### src/rtl/keccak_pkg.sv
// Definitions shared by the Keccak input and output buffers: mode encoding,
// per-mode rate/digest geometry and the lane byte-order helper.
package keccak_pkg;

  localparam int KECCAK_LANE_W    = 64;
  localparam int KECCAK_MAX_LANES = 21;

  typedef enum logic [2:0] {
    MODE_SHA3_224  = 3'd0,
    MODE_SHA3_256  = 3'd1,
    MODE_SHA3_384  = 3'd2,
    MODE_SHA3_512  = 3'd3,
    MODE_SHAKE_128 = 3'd4,
    MODE_SHAKE_256 = 3'd5
  } mode_e;

  // Unassigned encodings fall back to SHA3-256.
  function automatic mode_e decode_mode(input logic [2:0] raw);
    mode_e m;
    case (raw)
      3'd0:    m = MODE_SHA3_224;
      3'd1:    m = MODE_SHA3_256;
      3'd2:    m = MODE_SHA3_384;
      3'd3:    m = MODE_SHA3_512;
      3'd4:    m = MODE_SHAKE_128;
      3'd5:    m = MODE_SHAKE_256;
      default: m = MODE_SHA3_256;
    endcase
    return m;
  endfunction

  function automatic logic is_shake(input mode_e m);
    return (m == MODE_SHAKE_128) || (m == MODE_SHAKE_256);
  endfunction

  function automatic logic [4:0] rate_words(input mode_e m);
    logic [4:0] r;
    case (m)
      MODE_SHA3_224:  r = 5'd18;
      MODE_SHA3_256:  r = 5'd17;
      MODE_SHA3_384:  r = 5'd13;
      MODE_SHA3_512:  r = 5'd9;
      MODE_SHAKE_128: r = 5'd21;
      MODE_SHAKE_256: r = 5'd17;
      default:        r = 5'd17;
    endcase
    return r;
  endfunction

  function automatic logic [3:0] digest_words(input mode_e m);
    logic [3:0] d;
    case (m)
      MODE_SHA3_224: d = 4'd4;
      MODE_SHA3_256: d = 4'd4;
      MODE_SHA3_384: d = 4'd6;
      MODE_SHA3_512: d = 4'd8;
      default:       d = 4'd4;
    endcase
    return d;
  endfunction

  // State byte 0 (lane bits 7:0) becomes the most significant output byte.
  function automatic logic [KECCAK_LANE_W-1:0] lane_bswap(input logic [KECCAK_LANE_W-1:0] lane);
    logic [KECCAK_LANE_W-1:0] out;
    out = '0;
    for (int b = 0; b < 8; b++) begin
      out[8*b +: 8] = lane[56-8*b +: 8];
    end
    return out;
  endfunction

endpackage

### src/rtl/keccak_buffer_out.sv
// Output buffer of the Keccak core: snapshots the rate lanes on permutation
// completion and streams them as byte-swapped 64-bit words, squeezing for SHAKE.
module keccak_buffer_out
  import keccak_pkg::*;
#(
  parameter int WORD_W = 64,
  parameter int RATE_W = 1344,
  parameter int LEN_W  = 16
) (
  input  logic              clk,
  input  logic              rst_n,
  input  logic [2:0]        cmode,
  input  logic [LEN_W-1:0]  out_words,
  input  logic              load,
  input  logic [RATE_W-1:0] state_i,
  output logic [WORD_W-1:0] dt_o,
  output logic [7:0]        keep_o,
  output logic              valid_o,
  input  logic              ready_i,
  output logic              last_o,
  output logic              squeeze_req,
  output logic              busy,
  output logic              done
);

  localparam int LANES = RATE_W / WORD_W;

  typedef enum logic [1:0] {
    ST_IDLE      = 2'd0,
    ST_SEND      = 2'd1,
    ST_WAIT_PERM = 2'd2
  } state_e;

  state_e             state_reg, state_next;
  mode_e              mode_reg, mode_next;
  logic [4:0]         idx_reg, idx_next;
  logic [LEN_W-1:0]   remaining_reg, remaining_next;
  logic               done_reg, done_next;
  logic               snap_load;
  logic [RATE_W-1:0]  snapshot_reg;

  logic [WORD_W-1:0]  lanes [LANES];
  logic [WORD_W-1:0]  lane_sel;
  logic               final_word;

  for (genvar gi = 0; gi < LANES; gi++) begin : g_lane
    assign lanes[gi] = snapshot_reg[gi*WORD_W +: WORD_W];
  end

  always_comb begin
    lane_sel = '0;
    for (int k = 0; k < LANES; k++) begin
      if (idx_reg == 5'(k)) begin
        lane_sel = lanes[k];
      end
    end
  end

  // <= 1 rather than == 1 so a corrupted zero count can never wrap around.
  assign final_word = (remaining_reg <= LEN_W'(1));

  always_comb begin
    state_next     = state_reg;
    mode_next      = mode_reg;
    idx_next       = idx_reg;
    remaining_next = remaining_reg;
    done_next      = 1'b0;
    snap_load      = 1'b0;
    case (state_reg)
      ST_IDLE: begin
        if (load) begin
          snap_load  = 1'b1;
          mode_next  = decode_mode(cmode);
          idx_next   = 5'd0;
          state_next = ST_SEND;
          if (is_shake(decode_mode(cmode))) begin
            remaining_next = (out_words == '0) ? LEN_W'(1) : out_words;
          end else begin
            remaining_next = LEN_W'(digest_words(decode_mode(cmode)));
          end
        end
      end
      ST_SEND: begin
        if (ready_i) begin
          if (final_word) begin
            remaining_next = '0;
            idx_next       = 5'd0;
            done_next      = 1'b1;
            state_next     = ST_IDLE;
          end else begin
            remaining_next = remaining_reg - LEN_W'(1);
            if (idx_reg == rate_words(mode_reg) - 5'd1) begin
              idx_next   = 5'd0;
              state_next = ST_WAIT_PERM;
            end else begin
              idx_next = idx_reg + 5'd1;
            end
          end
        end
      end
      ST_WAIT_PERM: begin
        if (load) begin
          snap_load  = 1'b1;
          idx_next   = 5'd0;
          state_next = ST_SEND;
        end
      end
      default: begin
        state_next = ST_IDLE;
      end
    endcase
  end

  always_ff @(posedge clk or negedge rst_n) begin
    if (!rst_n) begin
      state_reg     <= ST_IDLE;
      mode_reg      <= MODE_SHA3_224;
      idx_reg       <= 5'd0;
      remaining_reg <= '0;
      done_reg      <= 1'b0;
    end else begin
      state_reg     <= state_next;
      mode_reg      <= mode_next;
      idx_reg       <= idx_next;
      remaining_reg <= remaining_next;
      done_reg      <= done_next;
    end
  end

  always_ff @(posedge clk or negedge rst_n) begin
    if (!rst_n) begin
      snapshot_reg <= '0;
    end else if (snap_load) begin
      snapshot_reg <= state_i;
    end
  end

  // Word outputs are pure decodes of held registers, so they stay put under backpressure.
  assign valid_o     = (state_reg == ST_SEND);
  assign dt_o        = valid_o ? lane_bswap(lane_sel) : '0;
  assign last_o      = valid_o && final_word;
  assign keep_o      = !valid_o ? 8'h00 :
                       ((mode_reg == MODE_SHA3_224) && final_word) ? 8'hF0 : 8'hFF;
  assign squeeze_req = (state_reg == ST_WAIT_PERM);
  assign busy        = (state_reg != ST_IDLE);
  assign done        = done_reg;

endmodule

### config.mk
export PLATFORM = sky130hd
export DESIGN_NAME = keccak_buffer_out
export DESIGN_NICKNAME = d
export VERILOG_FILES = /design/src/rtl/keccak_pkg.sv /design/src/rtl/keccak_buffer_out.sv
export SDC_FILE = /design/constraint.sdc
export NUM_CORES = 2
export LEC_CHECK = 0
export CORE_AREA = 2 2 569 571
export DETAILED_ROUTE_END_ITERATION = 8
export DIE_AREA = 0 0 571 573
export HOLD_SLACK_MARGIN = 0.02
export PLACE_DENSITY_LB_ADDON = 0.15
export REMOVE_ABC_BUFFERS = 1
export SLEW_MARGIN = 20
export SYNTH_ARGS = -nofsm -noshare
export SYNTH_HDL_FRONTEND = slang
export SYNTH_SLANG_ARGS = --single-unit
export TNS_END_PERCENT = 5
### constraint.sdc
create_clock -name clk -period 8.9 [get_ports clk]
set_clock_uncertainty 0.05 [all_clocks]
set_input_delay 1.335 -clock clk [delete_from_list [all_inputs] [get_ports clk]]
set_output_delay 1.335 -clock clk [all_outputs]
set_load 0.05 [all_outputs]
==> impl_results.md <==
- Status: finished, final reports clean
- Post-CTS Resized: 0
- GR Util met2: 48.9%
- Async SR Flop Fraction: 100%
- Starting DRC count in detailed routing: roughly 6900
- Detailed placement HPWL: 373000 µm
- Vias in the first global route: 69826
- Post-Route WL: 484000 µm
- Global routing usage on met3: 4.95%
- GRT Total Usage: 28.7%
- Root Buffer: clkbuf_16
- Top post-synthesis cells by area: dfrtp_1 (52%), nand2_1 (24%), a21oi_1 (2.4%)
- Initial Util: 20.5%
- Crit path DAT: 7170 ps
- CTS sink cnt: 1371
- Max cap viols: 0
- Worst-Margin Slew: 1200 ps
- Area share of the largest cell type after synthesis: 52.1%
- Die Y: roughly 570 µm
- Vias per cell: 4.95
- H-tree level count: 4
- Crit path max fanout: 48
- Minimum clock period: 8550 ps
- Post-synth EDFFs: 0
- Final hold violations: 0
- Largest area contributor in the netlist: dfrtp_1
- Skew-Pair Late Insertion Delay: 860 ps
- Area of the multi-input gates: about 29000 µm²
- WHS: 353 ps
- # setup viols final: 0
- RSZ-0062 raised after global routing: no
- Final setup TNS: 0 ps
- Routability congestion estimate: 0.891
- Syn Inst Count: 8171
- CTS clk-pin slew, worst paths: 60 ps
- Top Usage Layer GRT: met2
- Setup ws final: 348 ps
- Critical path type: flip-flop to primary output
- Gr ovfl total: 0
- Post-synth top cells: nand2_1 (4151), dfrtp_1 (1371), clkbuf_1 (398)
- Most frequent cell after synthesis: nand2_1
- First-pass GRT wire length: 637000 µm
- Grt met1 use: between 30% and 40%
- Synth Cell Area: 65800 µm²
- Worst rel slew slack: roughly 20%
- Fin crit share: 96.1%
- Drc violations: 0
- Clk buf depth: 4
- Area occupied by registers: 34300 µm²
- Startpoint Class: flip-flop
- Number of flip-flops in the largest register: between 1000 and 1500
- Area Overhead vs Synth: 38.9%
- Port bufs: approximately 1400
- Routed vias: between 60000 and 70000
- I/O Pins: 1444
- Finished Core Util: ~29%
- Seq/Total Area, Yosys: between 50% and 60%
- WP data required: 7520 ps
- Core area: between 300000 and 400000 µm²
- Fraction of layout cells with a size suffix above 1: 6.25%
- Fmax: 117 MHz
- Worst Hold Class: input pin to async pin
- FF+latch count, synth: ~1400
- Initial antenna violation count: between 150 and 200
- CP endpoint kind: primary output
- Post-CTS Setup Inserts: 0
- Num CTS Buffers: 183
- Syn. warnings: 0
- Leakage Power: between 40 and 50 nW
- Die area: 327000 µm²
- Hold_buf cts: 0
- Worst VDD drop: between 0.0002 and 0.0003 V
- DP Worst Slack: 1140 ps
- CTS tree: built
- Distinct cell type count after synthesis: 105
- Final ANT Viol Nets: 0
- Prevailing post-synth register cell: dfrtp_1
- Layout Nets: between 10000 and 15000
- Largest net degree at the start of global routing: 212
- WL/cell: 34.9 µm
- Synth Area per Inst: 8.06 µm²
- Pwr dens: ~350 nW/µm²
- Row Count: 208
- Slew Limit Fails: 0
- Fill cells: 34594
- Drt first pass iters: 6
- Die span in x: around 570 µm
[kinds of logic (layout without fill, tap and decap cells)]
logic type               count (synthesis)  in the layout  share of synthesized area, %
AO/OA/AOI/OAI                         1423           1423                          14.9
XOR/XNOR                                 5              5                        0.0665
adder cells (fa/ha/maj)                  8              8                         0.152
buffers and inverters                  646           1961                          4.23
flip-flops                            1371           1371                          52.1
multiplexers                             4              4                        0.0627
other                                    0             70                             0
AND/OR/NAND/NOR                       4714           4714                          28.5
[area by class of cell]
class | count | share of cell area (%)
timing repair buffer | 1592 | 17.4
clock buffer | 262 | 5.73
antenna | 70 | 0.192
inverter | 42 | 0.183
multi-input combinational | 6154 | 32.2
sequential | 1371 | 37.5
clock inverter | 65 | 0.907
tap | 4305 | 5.89
[stage by stage]
step	cells	cell area [µm²]	power (W)
final	13861	91500	0.0322
after detailed placement	13464	85200	0.0246
after global placement	13462	85200	0.0245
after global routing	13833	91400	0.0337
after CTS	13791	91300	0.0325
after floorplan	7567	63200	0.0204
[critical path: stages, from the launching register on]
cell and delay (ps):
dfrtp_4 980, clkinv_1 780, ha_4 460, buf_4 260, nor2_4 600, o21ai_0 420, nor4_1 770, o21ai_1 520
a31oi_1 430, clkdlybuf4s50_1 980
[power by group]
part           switching [W]  leakage, nW  internal, W
combinational        0.00859         22.3      0.00389
sequential           0.00289         17.1      0.00912
clock                0.00319         2.98      0.00453
total                 0.0147         42.4       0.0175
[per-layer routing]
metal / wire [µm] / up-vias
met3: 31300 / 736
met4: 24000 / 46
li1: - / 29606
met5: 330 / -
met2: 236000 / 3432
met1: 192000 / 34730
[path summary, 6_finish.rpt]
| check | start | to | slack [ps] | cells past startpoint |
|---|---|---|---|---|
| worst max-delay path | idx_reg[4] | dt_o[35] | 350 | 9 |
| worst min-delay path | rst_n | snapshot_reg[258] | 350 | 1 |
| worst max register to register | state_reg[1] | idx_reg[1] | 5370 | 7 |
| worst min register to register | snapshot_reg[1027] | snapshot_reg[1027] | 420 | 2 |
| max in group asynchronous | rst_n | remaining_reg[10] | 6480 | 3 |
| min in group clk | snapshot_reg[1027] | snapshot_reg[1027] | 420 | 2 |
[cell usage in the layout (no fill, tap or decap), types with 26 or more instances in the layout]
cell type and n:
o221ai_1 94, o22ai_1 116, o211ai_1 39, clkdlybuf4s50_1 1442
o32ai_1 26, dfrtp_1 1368, clkbuf_16 184, nand3_1 41
nand2_1 4147, clkbuf_1 44, nor3_1 43, a22oi_1 61
inv_1 35, buf_4 124, a221oi_1 87, nand2b_1 31
clkinv_2 32, a21o_1 33, o2bb2ai_1 32, a32oi_1 26
a221o_1 33, nor2_1 220, a21oi_1 306, diode_2 70
o21ai_0 262, clkbuf_8 34, or3_1 41, a31oi_1 26
a211oi_1 27
Power figures use the tool's default switching activity.
